--- config.mk ---
export PLATFORM = sky130hd
export DESIGN_NAME = cla_pipe
export DESIGN_NICKNAME = d
export VERILOG_FILES = /design/src/rtl/cla_pipe.sv
export SDC_FILE = /design/constraint.sdc
export NUM_CORES = 1
export LEC_CHECK = 0
export CORE_ASPECT_RATIO = 1.5
export CORE_UTILIZATION = 45
export DETAILED_ROUTE_END_ITERATION = 7
export PLACE_DENSITY_LB_ADDON = 0.3
export SYNTH_ARGS = -nofsm -noshare
export SYNTH_HDL_FRONTEND = slang
export SYNTH_SLANG_ARGS = --single-unit
--- constraint.sdc ---
create_clock -name clk -period 3.3 [get_ports clk]
set_clock_uncertainty 0.2 [all_clocks]
set_input_delay 0.495 -clock clk [delete_from_list [all_inputs] [get_ports clk]]
set_output_delay 0.495 -clock clk [all_outputs]
set_load 0.01 [all_outputs]
--- src/rtl/cla_pipe.sv ---
// Pipelined carry-lookahead adder/subtractor with a valid/ready handshake.
// Each stage adds one WIDTH/STAGES slice; upper operand slices travel in skew registers.
module cla_pipe #(
  parameter int WIDTH  = 16,
  parameter int GROUP  = 4,
  parameter int STAGES = 2
) (
  input  logic             clk,
  input  logic             rst_n,
  input  logic             in_valid,
  output logic             in_ready,
  input  logic [WIDTH-1:0] a,
  input  logic [WIDTH-1:0] b,
  input  logic             cin,
  input  logic             sub,
  output logic             out_valid,
  input  logic             out_ready,
  output logic [WIDTH-1:0] sum,
  output logic             cout,
  output logic             ovf,
  output logic             zero
);

  localparam int SW   = WIDTH / STAGES;
  localparam int NG   = SW / GROUP;
  localparam int LAST = STAGES - 1;

  // *_d: stage inputs, *_n: stage results, *_q: stage registers
  logic [WIDTH-1:0] a_d [STAGES];
  logic [WIDTH-1:0] b_d [STAGES];
  logic [WIDTH-1:0] s_d [STAGES];
  logic [WIDTH-1:0] s_n [STAGES];
  logic [WIDTH-1:0] a_q [STAGES];
  logic [WIDTH-1:0] b_q [STAGES];
  logic [WIDTH-1:0] s_q [STAGES];
  logic             c_d [STAGES];
  logic             c_n [STAGES];
  logic             c_q [STAGES];
  logic             v_d [STAGES];
  logic             v_q [STAGES];

  logic msb_cin;
  logic cout_q;
  logic ovf_q;
  logic zero_q;
  logic adv;

  assign adv       = out_ready | ~v_q[LAST];
  assign in_ready  = adv;
  assign out_valid = v_q[LAST];
  assign sum       = s_q[LAST];
  assign cout      = cout_q;
  assign ovf       = ovf_q;
  assign zero      = zero_q;

  genvar gi;
  generate
    for (gi = 0; gi < STAGES; gi++) begin : g_stage
      localparam int LO = gi * SW;
      localparam logic [WIDTH-1:0] MASK = WIDTH'({SW{1'b1}}) << LO;

      logic [SW-1:0] sp;
      logic [SW-1:0] sg;
      logic [SW-1:0] sc;
      logic [SW-1:0] ssum;
      logic [NG:0]   gc;
      logic          gp_grp;
      logic          gg_grp;

      if (gi == 0) begin : g_src
        assign a_d[gi] = a;
        assign b_d[gi] = sub ? ~b : b;
        assign c_d[gi] = sub | cin;
        assign s_d[gi] = '0;
        assign v_d[gi] = in_valid & adv;
      end else begin : g_chain
        assign a_d[gi] = a_q[gi-1];
        assign b_d[gi] = b_q[gi-1];
        assign c_d[gi] = c_q[gi-1];
        assign s_d[gi] = s_q[gi-1];
        assign v_d[gi] = v_q[gi-1];
      end

      // Group P/G by lookahead; group carries ripple across the slice
      always_comb begin
        sp     = a_d[gi][LO +: SW] ^ b_d[gi][LO +: SW];
        sg     = a_d[gi][LO +: SW] & b_d[gi][LO +: SW];
        gc     = '0;
        gc[0]  = c_d[gi];
        sc     = '0;
        gp_grp = 1'b0;
        gg_grp = 1'b0;
        for (int g = 0; g < NG; g++) begin
          gp_grp = &sp[g*GROUP +: GROUP];
          gg_grp = 1'b0;
          for (int i = 0; i < GROUP; i++)
            gg_grp = sg[g*GROUP+i] | (sp[g*GROUP+i] & gg_grp);
          sc[g*GROUP] = gc[g];
          for (int i = 1; i < GROUP; i++)
            sc[g*GROUP+i] = sg[g*GROUP+i-1] | (sp[g*GROUP+i-1] & sc[g*GROUP+i-1]);
          gc[g+1] = gg_grp | (gp_grp & gc[g]);
        end
        ssum = sp ^ sc;
      end

      assign s_n[gi] = (s_d[gi] & ~MASK) | (WIDTH'(ssum) << LO);
      assign c_n[gi] = gc[NG];

      if (gi == LAST) begin : g_flag
        assign msb_cin = sc[SW-1];
      end
    end
  endgenerate

  always_ff @(posedge clk or negedge rst_n) begin
    if (!rst_n) begin
      for (int k = 0; k < STAGES; k++) begin
        v_q[k] <= 1'b0;
        a_q[k] <= '0;
        b_q[k] <= '0;
        s_q[k] <= '0;
        c_q[k] <= 1'b0;
      end
      cout_q <= 1'b0;
      ovf_q  <= 1'b0;
      zero_q <= 1'b0;
    end else if (adv) begin
      for (int k = 0; k < STAGES; k++) begin
        v_q[k] <= v_d[k];
        a_q[k] <= a_d[k];
        b_q[k] <= b_d[k];
        s_q[k] <= s_n[k];
        c_q[k] <= c_n[k];
      end
      cout_q <= c_n[LAST];
      ovf_q  <= msb_cin ^ c_n[LAST];
      zero_q <= ~|s_n[LAST];
    end
  end

endmodule

==> results of run 1 <==
[critical path: stages (launching register included)]
cell and delay (ps):
dfrtp_1 390, ha_1 300, a21oi_1 210, o221ai_2 160, fa_1 390, fa_1 390, fa_1 460, and2_4 180
mux2_4 250, nor3_2 170
[cells in the mapped netlist, drive strengths merged, types with 2 or more instances]
cell	instances	share of area (%)
xor2	11	3.7
nand3	2	0.39
nand2	77	11
nor3	2	0.58
nor2	18	2.6
xnor2	9	3.1
buf	9	1.9
fa	12	9.3
inv	19	2.9
dfrtp	46	45
a21oi	20	3.9
clkbuf	3	0.44
nor4	3	0.73
ha	16	7.8
o21ai	12	2.3
[timing repair]
action / in CTS / in global routing
pin swaps: 0 / 1
resized for setup: 1 / 6
setup endpoints to repair: 2 / 4
buffers inserted: 0 / 0
[report_power, final]
part	switching [uW]	leakage (uW)	total, uW	internal [uW]
Clock	180	0.0000482	349	169
Sequential	101	0.000543	821	720
Combinational	381	0.000992	816	435
[per-layer routing]
| layer | vias to the layer above | share of wire [%] |
|---|---|---|
| met5 | - | 0 |
| met4 | 0 | 1.7 |
| met3 | 7 | 3.1 |
| met2 | 40 | 55 |
| met1 | 910 | 40 |
| li1 | 994 | - |
[final cells by class]
cell class,count,area share [%]
clock buffers,7,2.57
inverters,19,2.20
well taps,70,2.61
repair buffers,68,19.2
clock inverters,1,0.149
flip-flops and latches,46,34.2
multi-input cells,195,39.0
[cells by family after synthesis]
family	count (synthesis)	synth area share [%]
AO/OA/AOI/OAI	38	8.12
XOR/XNOR	20	6.81
adder cells (fa/ha/maj)	28	17.1
buffers and inverters	31	5.25
flip-flops	46	44.7
multiplexers	1	0.583
AND/OR/NAND/NOR	108	17.4
[registers in the layout, indices dropped and copies added, names as in the netlist]
| name | count |
|---|---|
| a_d | 8 |
| b_d | 8 |
| c_d | 1 |
| cout | 1 |
| out_valid | 1 |
| ovf | 1 |
| s_d | 8 |
| sum | 16 |
| v_d | 1 |
| zero | 1 |
[worst max-delay path by stage]
stage / depth (start not counted) / endpoint / start
after global routing: 9 / ovf / a_d[8]
final: 9 / ovf / a_d[8]
after CTS: 9 / zero / a_d[8]
after detailed placement: 12 / s_d[7] / sub
after floorplan: 12 / s_d[7] / sub
after global placement: 12 / s_d[7] / sub
[metrics by stage]
stage | hold slack [ps] | total power [uW] | area (um2) | TNS, ps
floorplan | -0.591 | 1250 | 2580 | 0
global placement | 248 | 1620 | 3260 | -694
detailed placement | 254 | 1640 | 3260 | -804
CTS | 188 | 1990 | 3350 | 0
global route | 250 | 2130 | 3360 | 0
finish | 150 | 1990 | 3360 | 0
==> results.sh, run 1 <==
export IMPL_drt_wl_total_um=4940
export IMPL_dieArea_um2=6030
export IMPL_synth_ff_latch_count=46
export IMPL_start_kind="flip-flop"
export IMPL_synth_flop_cell="dfrtp_1"
export IMPL_io_buffers=58
export IMPL_setup_viol=0
export IMPL_worst_slack_ps=122
export IMPL_drive_gt1_share_pct=8.93
export IMPL_yosysWarningCount=0
export IMPL_core_um2=5490
export IMPL_crit_type="reg2reg"
export IMPL_drc_errors=0
export IMPL_final_common_cell="nand2_1"
export IMPL_instances_no_fill=406
export IMPL_grt_max_degree=54
export IMPL_path_clk_slew_ps=80
export IMPL_hold_violations=0
export IMPL_seq_area_frac_synth_pct=44.7
export IMPL_grt_use_met1_pct=21.7
export IMPL_syn_nets=338
export IMPL_async_reset_ff_share_pct=100
export IMPL_critPathArrivalTime_ps=3200
export IMPL_fp_row_count=33
export IMPL_grt_busiest_layer="met2"
export IMPL_ctsHoldBuffers=0
export IMPL_grt_antenna_before_repair=0
export IMPL_reg2regPathDepth=9
export IMPL_grt_pass1_vias=2000
export IMPL_wl_per_cell_um=12.2
export IMPL_clk_latency_ps=290
export IMPL_p_per_area_nw_per_um2=591
export IMPL_synth_cell_types=31
export IMPL_gr_total_overflow=0
export IMPL_dr_pass1_iters=4
export IMPL_grtUsageMet3_pct=2.78
export IMPL_filler_cell_count=485
export IMPL_avgViaCountPerCell=4.81
export IMPL_gp_congestion=0.795
export IMPL_ff_latch_area_um2=1150
export IMPL_num_nets_final=401
export IMPL_max_freq_ghz=0.315
export IMPL_maxCapViolations=0
export IMPL_path_max_fanout=4
export IMPL_io_pins=59
export IMPL_min_path_type="in2async"
export IMPL_timing_rr_start="a_d[8]"
export IMPL_cts_tree="built"
export IMPL_layout_min_cycle_time_ps=3180
export IMPL_grt_setup_unrepaired="no"
export IMPL_required_ps=3320
export IMPL_dieWidth_um=63.8
export IMPL_antenna_left=0
export IMPL_first_iter_violations=66
export IMPL_n_antenna_cell=0
export IMPL_clk_path_buf_depth=2
export IMPL_dp_slack_ps=-424
export IMPL_syn_area_um2=2570
export IMPL_grt_pass1_wl_um=8560
export IMPL_syn_inst=272
export IMPL_area_delta_synth_final_pct=30.6
export IMPL_gr_usage_met2_pct=33.3
export IMPL_num_vias=1951
export IMPL_track_usage_pct=18.4
export IMPL_die_y_um=94.6
export IMPL_synth_edff_count=0
export IMPL_fin_util_pct=61.2
export IMPL_ir_drop_v=0.000313
export IMPL_crit_path_end_kind="flip-flop"
export IMPL_dp_final_hpwl_um=3910
export IMPL_root_buffer="clkbuf_8"
export IMPL_placed_cells=398
export IMPL_worst_slew_pin_slew_ps=1000
export IMPL_maxSlewViolCount=0
export IMPL_status="finished clean"
export IMPL_r2r_setup_slack_ps=120
export IMPL_slew_headroom_pct=33.3
export IMPL_start_util_pct=46.9
export IMPL_period_share_pct=96.3
export IMPL_cts_buffers=5
export IMPL_reg2reg_to="ovf"
export IMPL_cts_sinks=46
export IMPL_syn_area_per_cell_um2=9.46
export IMPL_cts_max_level=2
export IMPL_p_leak_uw=0.00158
export IMPL_multi_input_area_um2=1310
export IMPL_mostFrequentLayoutCells="nand2_1 (77), clkdlybuf4s50_1 (56), dfrtp_1 (46)"
No activity file was read; power rests on OpenSTA's default activity.
==> run 2, diff against run 1 <==
--- a/config.mk
+++ b/config.mk
@@ -9,2 +9,3 @@
 export CORE_UTILIZATION = 45
+export CTS_CLUSTER_DIAMETER = 200
 export DETAILED_ROUTE_END_ITERATION = 7
--- a/constraint.sdc
+++ b/constraint.sdc
@@ -4,2 +4,2 @@
 set_output_delay 0.495 -clock clk [all_outputs]
-set_load 0.01 [all_outputs]
+set_load 0.005 [all_outputs]
==> results of run 2 <==
The final DEF is identical to that of run 1. Status: finished clean.
Among the figures that moved: total power 1990 uW -> 1950 uW; worst IR drop on VDD 0.000313 V -> 0.000312 V
